**config.mk**
```make
export PLATFORM = sky130hd
export DESIGN_NAME = ft_data_guard
export DESIGN_NICKNAME = d
export VERILOG_FILES = /design/src/rtl/ft_pkg.sv /design/src/rtl/ft_sat_counter.sv /design/src/rtl/ft_data_guard.sv
export SDC_FILE = /design/constraint.sdc
export NUM_CORES = 1
export LEC_CHECK = 0
export ABC_AREA = 1
export ABC_CLOCK_PERIOD_IN_PS = 2000
export BUFFER_PORTS_ARGS = -buffer_cell sky130_fd_sc_hd__buf_2
export CORE_UTILIZATION = 44
export DETAILED_ROUTE_END_ITERATION = 8
export GPL_TIMING_DRIVEN = 0
export PLACE_DENSITY = 0.85
export RECOVER_POWER = 100
export SETUP_SLACK_MARGIN = 0.02
export SLEW_MARGIN = 10
export SYNTH_ARGS = -nofsm -noshare
export SYNTH_HDL_FRONTEND = slang
export SYNTH_HIERARCHICAL = 1
export SYNTH_SLANG_ARGS = --single-unit
```
**constraint.sdc**
```tcl
create_clock -name clk_i -period 2 [get_ports clk_i]
set_input_delay 0.4 -clock clk_i [delete_from_list [all_inputs] [get_ports clk_i]]
set_output_delay 0.4 -clock clk_i [all_outputs]
set_load 0.005 [all_outputs]
```
**src/rtl/ft_pkg.sv**
```systemverilog
// Shared types and default constants for the lockstep data-port guard.
package ft_pkg;

  localparam int SKEW_MAX_DEF = 2;
  localparam int TIMEOUT_DEF  = 16;

  typedef enum logic [1:0] {
    IDLE,
    ISSUE,
    WAIT_RESP,
    FAULT
  } ft_guard_state_e;

  // Field order matches the concatenation {we, be, addr, wdata}.
  typedef struct packed {
    logic        we;
    logic [3:0]  be;
    logic [31:0] addr;
    logic [31:0] wdata;
  } ft_data_req_t;

endpackage

```
**src/rtl/ft_sat_counter.sv**
```systemverilog
// Saturating up-counter with synchronous clear; clear has priority over increment.
module ft_sat_counter #(
  parameter int WIDTH = 8
) (
  input  logic             clk_i,
  input  logic             rst_ni,
  input  logic             clear_i,
  input  logic             inc_i,
  output logic [WIDTH-1:0] count_o
);

  logic [WIDTH-1:0] count_d, count_q;

  always_comb begin
    count_d = count_q;
    if (clear_i) begin
      count_d = '0;
    end else if (inc_i && (count_q != '1)) begin
      count_d = count_q + 1'b1;
    end
  end

  // NOTE: sequential state is updated with non-blocking assignments only, so every
  // flop samples the pre-edge value of every other flop regardless of block order.
  always_ff @(posedge clk_i or negedge rst_ni) begin
    if (!rst_ni) count_q <= '0;
    else         count_q <= count_d;
  end

  assign count_o = count_q;

endmodule

```
**src/rtl/ft_data_guard.sv**
```systemverilog
// Lockstep guard: forwards a data access to memory only when both cores agree
// within a bounded skew; any disagreement blocks the access and raises a fault.
module ft_data_guard
  import ft_pkg::*;
#(
  parameter int SKEW_MAX = SKEW_MAX_DEF,
  parameter int TIMEOUT  = TIMEOUT_DEF,
  parameter int CNT_W    = 8
) (
  input  logic             clk_i,
  input  logic             rst_ni,
  input  logic             data_req_a_i,
  input  logic             data_req_b_i,
  input  logic             data_we_a_i,
  input  logic             data_we_b_i,
  input  logic [3:0]       data_be_a_i,
  input  logic [3:0]       data_be_b_i,
  input  logic [31:0]      data_addr_a_i,
  input  logic [31:0]      data_addr_b_i,
  input  logic [31:0]      data_wdata_a_i,
  input  logic [31:0]      data_wdata_b_i,
  output logic             data_gnt_o,
  output logic             data_rvalid_o,
  output logic [31:0]      data_rdata_o,
  output logic             data_err_o,
  output logic             data_req_o,
  output logic             data_we_o,
  output logic [3:0]       data_be_o,
  output logic [31:0]      data_addr_o,
  output logic [31:0]      data_wdata_o,
  input  logic             data_gnt_i,
  input  logic             data_rvalid_i,
  input  logic [31:0]      data_rdata_i,
  input  logic             data_err_i,
  input  logic             clear_i,
  output logic             mismatch_o,
  output logic             fault_o,
  output logic [CNT_W-1:0] mismatch_cnt_o
);

  localparam int SKEW_W = $clog2(SKEW_MAX + 1);
  localparam int TO_W   = $clog2(TIMEOUT + 1);

  ft_guard_state_e state_d, state_q;
  ft_data_req_t    capt_d, capt_q;
  ft_data_req_t    req_a, req_b;
  logic            mismatch_d, mismatch_q;
  logic            skew_inc, skew_clr, to_inc, to_clr, mm_inc;
  logic [SKEW_W-1:0] skew_cnt;
  logic [TO_W-1:0]   to_cnt;

  assign req_a = {data_we_a_i, data_be_a_i, data_addr_a_i, data_wdata_a_i};
  assign req_b = {data_we_b_i, data_be_b_i, data_addr_b_i, data_wdata_b_i};

  // NOTE: every signal written here gets a default first, so no path leaves a
  // value unassigned and no latch is inferred.
  always_comb begin
    state_d       = state_q;
    capt_d        = capt_q;
    mismatch_d    = 1'b0;
    skew_inc      = 1'b0;
    skew_clr      = 1'b0;
    to_inc        = 1'b0;
    to_clr        = 1'b0;
    mm_inc        = 1'b0;
    data_req_o    = 1'b0;
    data_we_o     = 1'b0;
    data_be_o     = '0;
    data_addr_o   = '0;
    data_wdata_o  = '0;
    data_gnt_o    = 1'b0;
    data_rvalid_o = 1'b0;
    data_rdata_o  = '0;
    data_err_o    = 1'b0;

    unique case (state_q)
      IDLE: begin
        if (data_req_a_i && data_req_b_i) begin
          // Covers the late request landing on the skew-expiry cycle as well.
          skew_clr = 1'b1;
          if (req_a == req_b) begin
            capt_d  = req_a;
            state_d = ISSUE;
          end else begin
            state_d = FAULT;
          end
        end else if (data_req_a_i || data_req_b_i) begin
          if (skew_cnt >= SKEW_W'(SKEW_MAX)) state_d = FAULT;
          else                               skew_inc = 1'b1;
        end else begin
          skew_clr = 1'b1;
        end
        if (state_d == FAULT) begin
          mismatch_d = 1'b1;
          mm_inc     = 1'b1;
        end
      end
      ISSUE: begin
        data_req_o   = 1'b1;
        data_we_o    = capt_q.we;
        data_be_o    = capt_q.be;
        data_addr_o  = capt_q.addr;
        data_wdata_o = capt_q.wdata;
        data_gnt_o   = data_gnt_i;
        if (data_gnt_i) begin
          to_clr  = 1'b1;
          state_d = WAIT_RESP;
        end
      end
      WAIT_RESP: begin
        // A real response wins over a timeout landing in the same cycle.
        if (data_rvalid_i) begin
          data_rvalid_o = 1'b1;
          data_rdata_o  = data_rdata_i;
          data_err_o    = data_err_i;
          state_d       = IDLE;
        end else if (to_cnt >= TO_W'(TIMEOUT)) begin
          data_rvalid_o = 1'b1;
          data_err_o    = 1'b1;
          state_d       = IDLE;
        end else begin
          to_inc = 1'b1;
        end
      end
      FAULT: begin
        skew_clr = 1'b1;
        if (clear_i) state_d = IDLE;
      end
      default: state_d = IDLE;
    endcase
  end

  // NOTE: the capture register is reset too, so the memory-side fields are
  // deterministic from the first cycle out of reset.
  always_ff @(posedge clk_i or negedge rst_ni) begin
    if (!rst_ni) begin
      state_q    <= IDLE;
      capt_q     <= '0;
      mismatch_q <= 1'b0;
    end else begin
      state_q    <= state_d;
      capt_q     <= capt_d;
      mismatch_q <= mismatch_d;
    end
  end

  assign mismatch_o = mismatch_q;
  assign fault_o    = (state_q == FAULT);

  ft_sat_counter #(.WIDTH(SKEW_W)) u_skew_cnt (
    .clk_i   (clk_i),
    .rst_ni  (rst_ni),
    .clear_i (skew_clr),
    .inc_i   (skew_inc),
    .count_o (skew_cnt)
  );

  ft_sat_counter #(.WIDTH(TO_W)) u_timeout_cnt (
    .clk_i   (clk_i),
    .rst_ni  (rst_ni),
    .clear_i (to_clr),
    .inc_i   (to_inc),
    .count_o (to_cnt)
  );

  ft_sat_counter #(.WIDTH(CNT_W)) u_mismatch_cnt (
    .clk_i   (clk_i),
    .rst_ni  (rst_ni),
    .clear_i (1'b0),
    .inc_i   (mm_inc),
    .count_o (mismatch_cnt_o)
  );

endmodule
```
==> impl_metrics.py <==
metrics = {
    "outcome": {
        "status": "complete, but fails checks",
        "violations": "negative setup slack",
    },
    "floorplan": {
        "core-area_um2": 15100,
        "die_area_um2": 16000,
        "start_util_pct": 45.0,
        "die_x_um": 126,
        "die_h_um": 126,
        "rows": 45,
        "ios": 293,
    },
    "routing": {
        "dr_total_vias": 8657,
        "firstDrtPassIters": 6,
        "drc": 0,
        "routedWlPerCell_um": 15.4,
        "postRouteAntennaNets": 0,
        "drtIter0Drc": 658,
        "via_per_inst": 5.05,
        "drt_wl_total_mm": 26.5,
    },
    "sta": {
        "post-route-period-util_pct": 102,
        "finalWorstSetupSlack_ps": -40.6,
        "slew_viol_final": 0,
        "tightest_slew_ps": 1000,
        "skew_ps": 9.13,
        "setup_viol": 45,
        "fin_crit_ps": 2040,
        "slew_headroom_pct": 33.3,
        "max_freq_ghz": 0.490,
        "tns_ps": -1020,
        "finalHoldViolCount": 0,
        "rsz0062_at_grt": "yes",
    },
    "cells_and_area": {
        "final_cell_mix": "418 x nand2_1, 274 x buf_2, 209 x inv_1",
        "fillers": 1355,
        "syn_to_final_growth_pct": 45.0,
        "final_cells": 1714,
        "seqCellArea_um2": 2180,
        "drive_above_1_share_pct": 33.2,
        "final_util_pct": 65.2,
        "fin_area_um2": 9880,
        "multi_input_area_um2": 3920,
        "nNetsFinal": 1706,
        "final_common_cell": "nand2_1",
    },
    "pwr": {
        "power_density_nw_per_um2": 696,
        "p_leak_nw": 6.92,
        "peakVddDrop_v": 0.000409,
    },
    "grt": {
        "grt_antenna_before_repair": 4,
        "globalRoute.totalOverflow": 0,
        "use_met1_pct": 38.1,
        "gr-max-usage-layer": "met2",
        "grt_usage_pct": 32.4,
        "grt_max_degree": 49,
        "grt_pass1_wl_mm": 39.4,
        "use_met2_pct": 54.4,
        "use_met3_pct": 5.27,
        "grt_pass1_vias": 7807,
    },
    "place": {
        "pre_cts_ws_ps": -752,
        "post-dp-hpwl_mm": 20.1,
        "place_inst": 1672,
        "placement.io_buffers": 292,
        "gp_congestion": 0.933,
        "place_area_um2": 8560,
    },
    "synth": {
        "synthTopCellsByArea": "dfrtp_1 32%, nand2_1 26%, inv_1 14%",
        "syn_inst": 1185,
        "syn_area_per_cell_um2": 5.75,
        "syn_area_um2": 6810,
        "yosysWarnings": 6,
        "ys_ff_latch": 87,
        "yosysSeqAreaShare_pct": 32.0,
        "yosys.area.top_type": "dfrtp_1",
        "synth.distinct_cells": 36,
        "synth_top_area_share_pct": 32.0,
    },
    "setup_path": {
        "critPathSlowestCell": "dfrtp_1",
        "cp_common_cell": "clkbuf_16",
        "cp_cell_sequence": "inv_2, ha_4, clkbuf_16, clkbuf_16, nand2_1, inv_1, buf_2",
        "criticalPathCategory": "reg2out",
        "critPathLaunchType": "flip-flop",
        "worstPathMaxFanout": 6,
        "worstReg2RegStart": "state_q[1]",
        "crit_required_ps": 1600,
        "arrival_ps": 1640,
        "slowest_delay_ps": 430,
        "cp-startpoint": "state_q[1]",
        "crit_path_end_kind": "primary output",
    },
    "clock_network": {
        "clock-sinks": 87,
        "cts-buffers-inserted": 9,
        "cts_buffer_depth": 2,
        "postCtsHoldBufs": 0,
        "cts-root-buf": "clkbuf_16",
        "htreeDepth": 3,
        "clk_pin_slew_ps": 70,
        "clk_latency_ps": 350,
        "cts_tree": "built",
    },
    "run": {
        "max_cap_violations": 0,
    },
    "worst_hold_path": {
        "hp-class": "in2async",
    },
}
[per-stage QoR]
| step | hold slack, ps | total power [mW] |
|---|---|---|
| 6_report | 201 | 6.87 |
| 5_1_grt | 288 | 7.22 |
| 4_1_cts | 39.1 | 6.46 |
| 3_5_place_dp | 417 | 4.05 |
| 3_3_place_gp | 464 | 3.98 |
| 2_1_floorplan | 104 | 3.17 |
[sequential cells by signal, indices dropped and copies added (netlist names)]
name                    count
capt_q                     69
u_mismatch_cnt/count_o      8
u_timeout_cnt/count_o       5
state_q                     2
u_skew_cnt/count_o          2
mismatch_o                  1
[layer usage]
metal / up-vias / wire (um)
met3: 81 / 2440
met5: - / 13
met2: 521 / 12700
met1: 3879 / 10100
li1: 4174 / -
met4: 2 / 1190
[logic make-up (layout without fill, tap and decap cells)]
group,count (synthesis),count (layout),synth area share (%)
compound gates,20,20,1.73
other cells,1,10,0.0551
xor+xnor,13,13,1.67
simple gates,753,753,45.7
buf+inv,301,633,17.0
flops,87,87,32.0
fa+ha+maj,10,10,1.84
[worst paths after layout]
path / endpoint / slack [ps] / cells after the start
setup / recovery: data_addr_o[19] / -40 / 7
hold / removal: mismatch_o / 200 / 1
hold reg to reg: capt_q[60] / 480 / 2
max in group asynchronous: capt_q[21] / 460 / 2
min in group clk_i: capt_q[32] / 320 / 3
setup reg to reg: capt_q[12] / 90 / 9
[critical path, delay by kind of cell, from the launching register on]
kind / cells / cell delay (ps)
flops: 1 / 430
fa+ha+maj: 1 / 200
buf+inv: 5 / 600
simple gates: 1 / 50
[layout make-up]
cell class / count / area share (%)
inverters: 261 / 9.99
diodes: 3 / 0.0760
clock inverters: 6 / 0.861
plain buffers: 38 / 3.83
clock buffers: 10 / 2.32
flip-flops and latches: 87 / 22.0
repair buffers: 318 / 18.8
multi-input cells: 803 / 39.7
well taps: 188 / 2.38
[power breakdown]
part / total (mW) / internal (mW) / switching [mW]
registers: 1.97 / 1.86 / 0.101
clock network: 1.83 / 1.09 / 0.736
logic: 3.08 / 1.28 / 1.80
total: 6.87 / 4.23 / 2.64
[repair_timing]
action,4_1_cts,5_1_grt
pin swaps,1,6
gates cloned,7,2
setup buffers,5,11
resized for setup,74,182
endpoints found under the setup margin,187,177
hold endpoints to repair,0,0
[synth_stat cells (all sizes together)]
master,n
a21oi,9
a22oi,1
buf,13
clkbuf,27
clkinv,1
conb,1
dfrtp,87
ha,10
inv,260
nand2,483
nand3,26
nand3b,1
nand4,77
nor2,158
nor2b,1
nor3,3
nor3b,2
nor4,1
o21a,2
o21ai,5
o21bai,2
o22ai,1
or2,1
xnor2,10
xor2,3
Power figures use the tool's default switching activity.
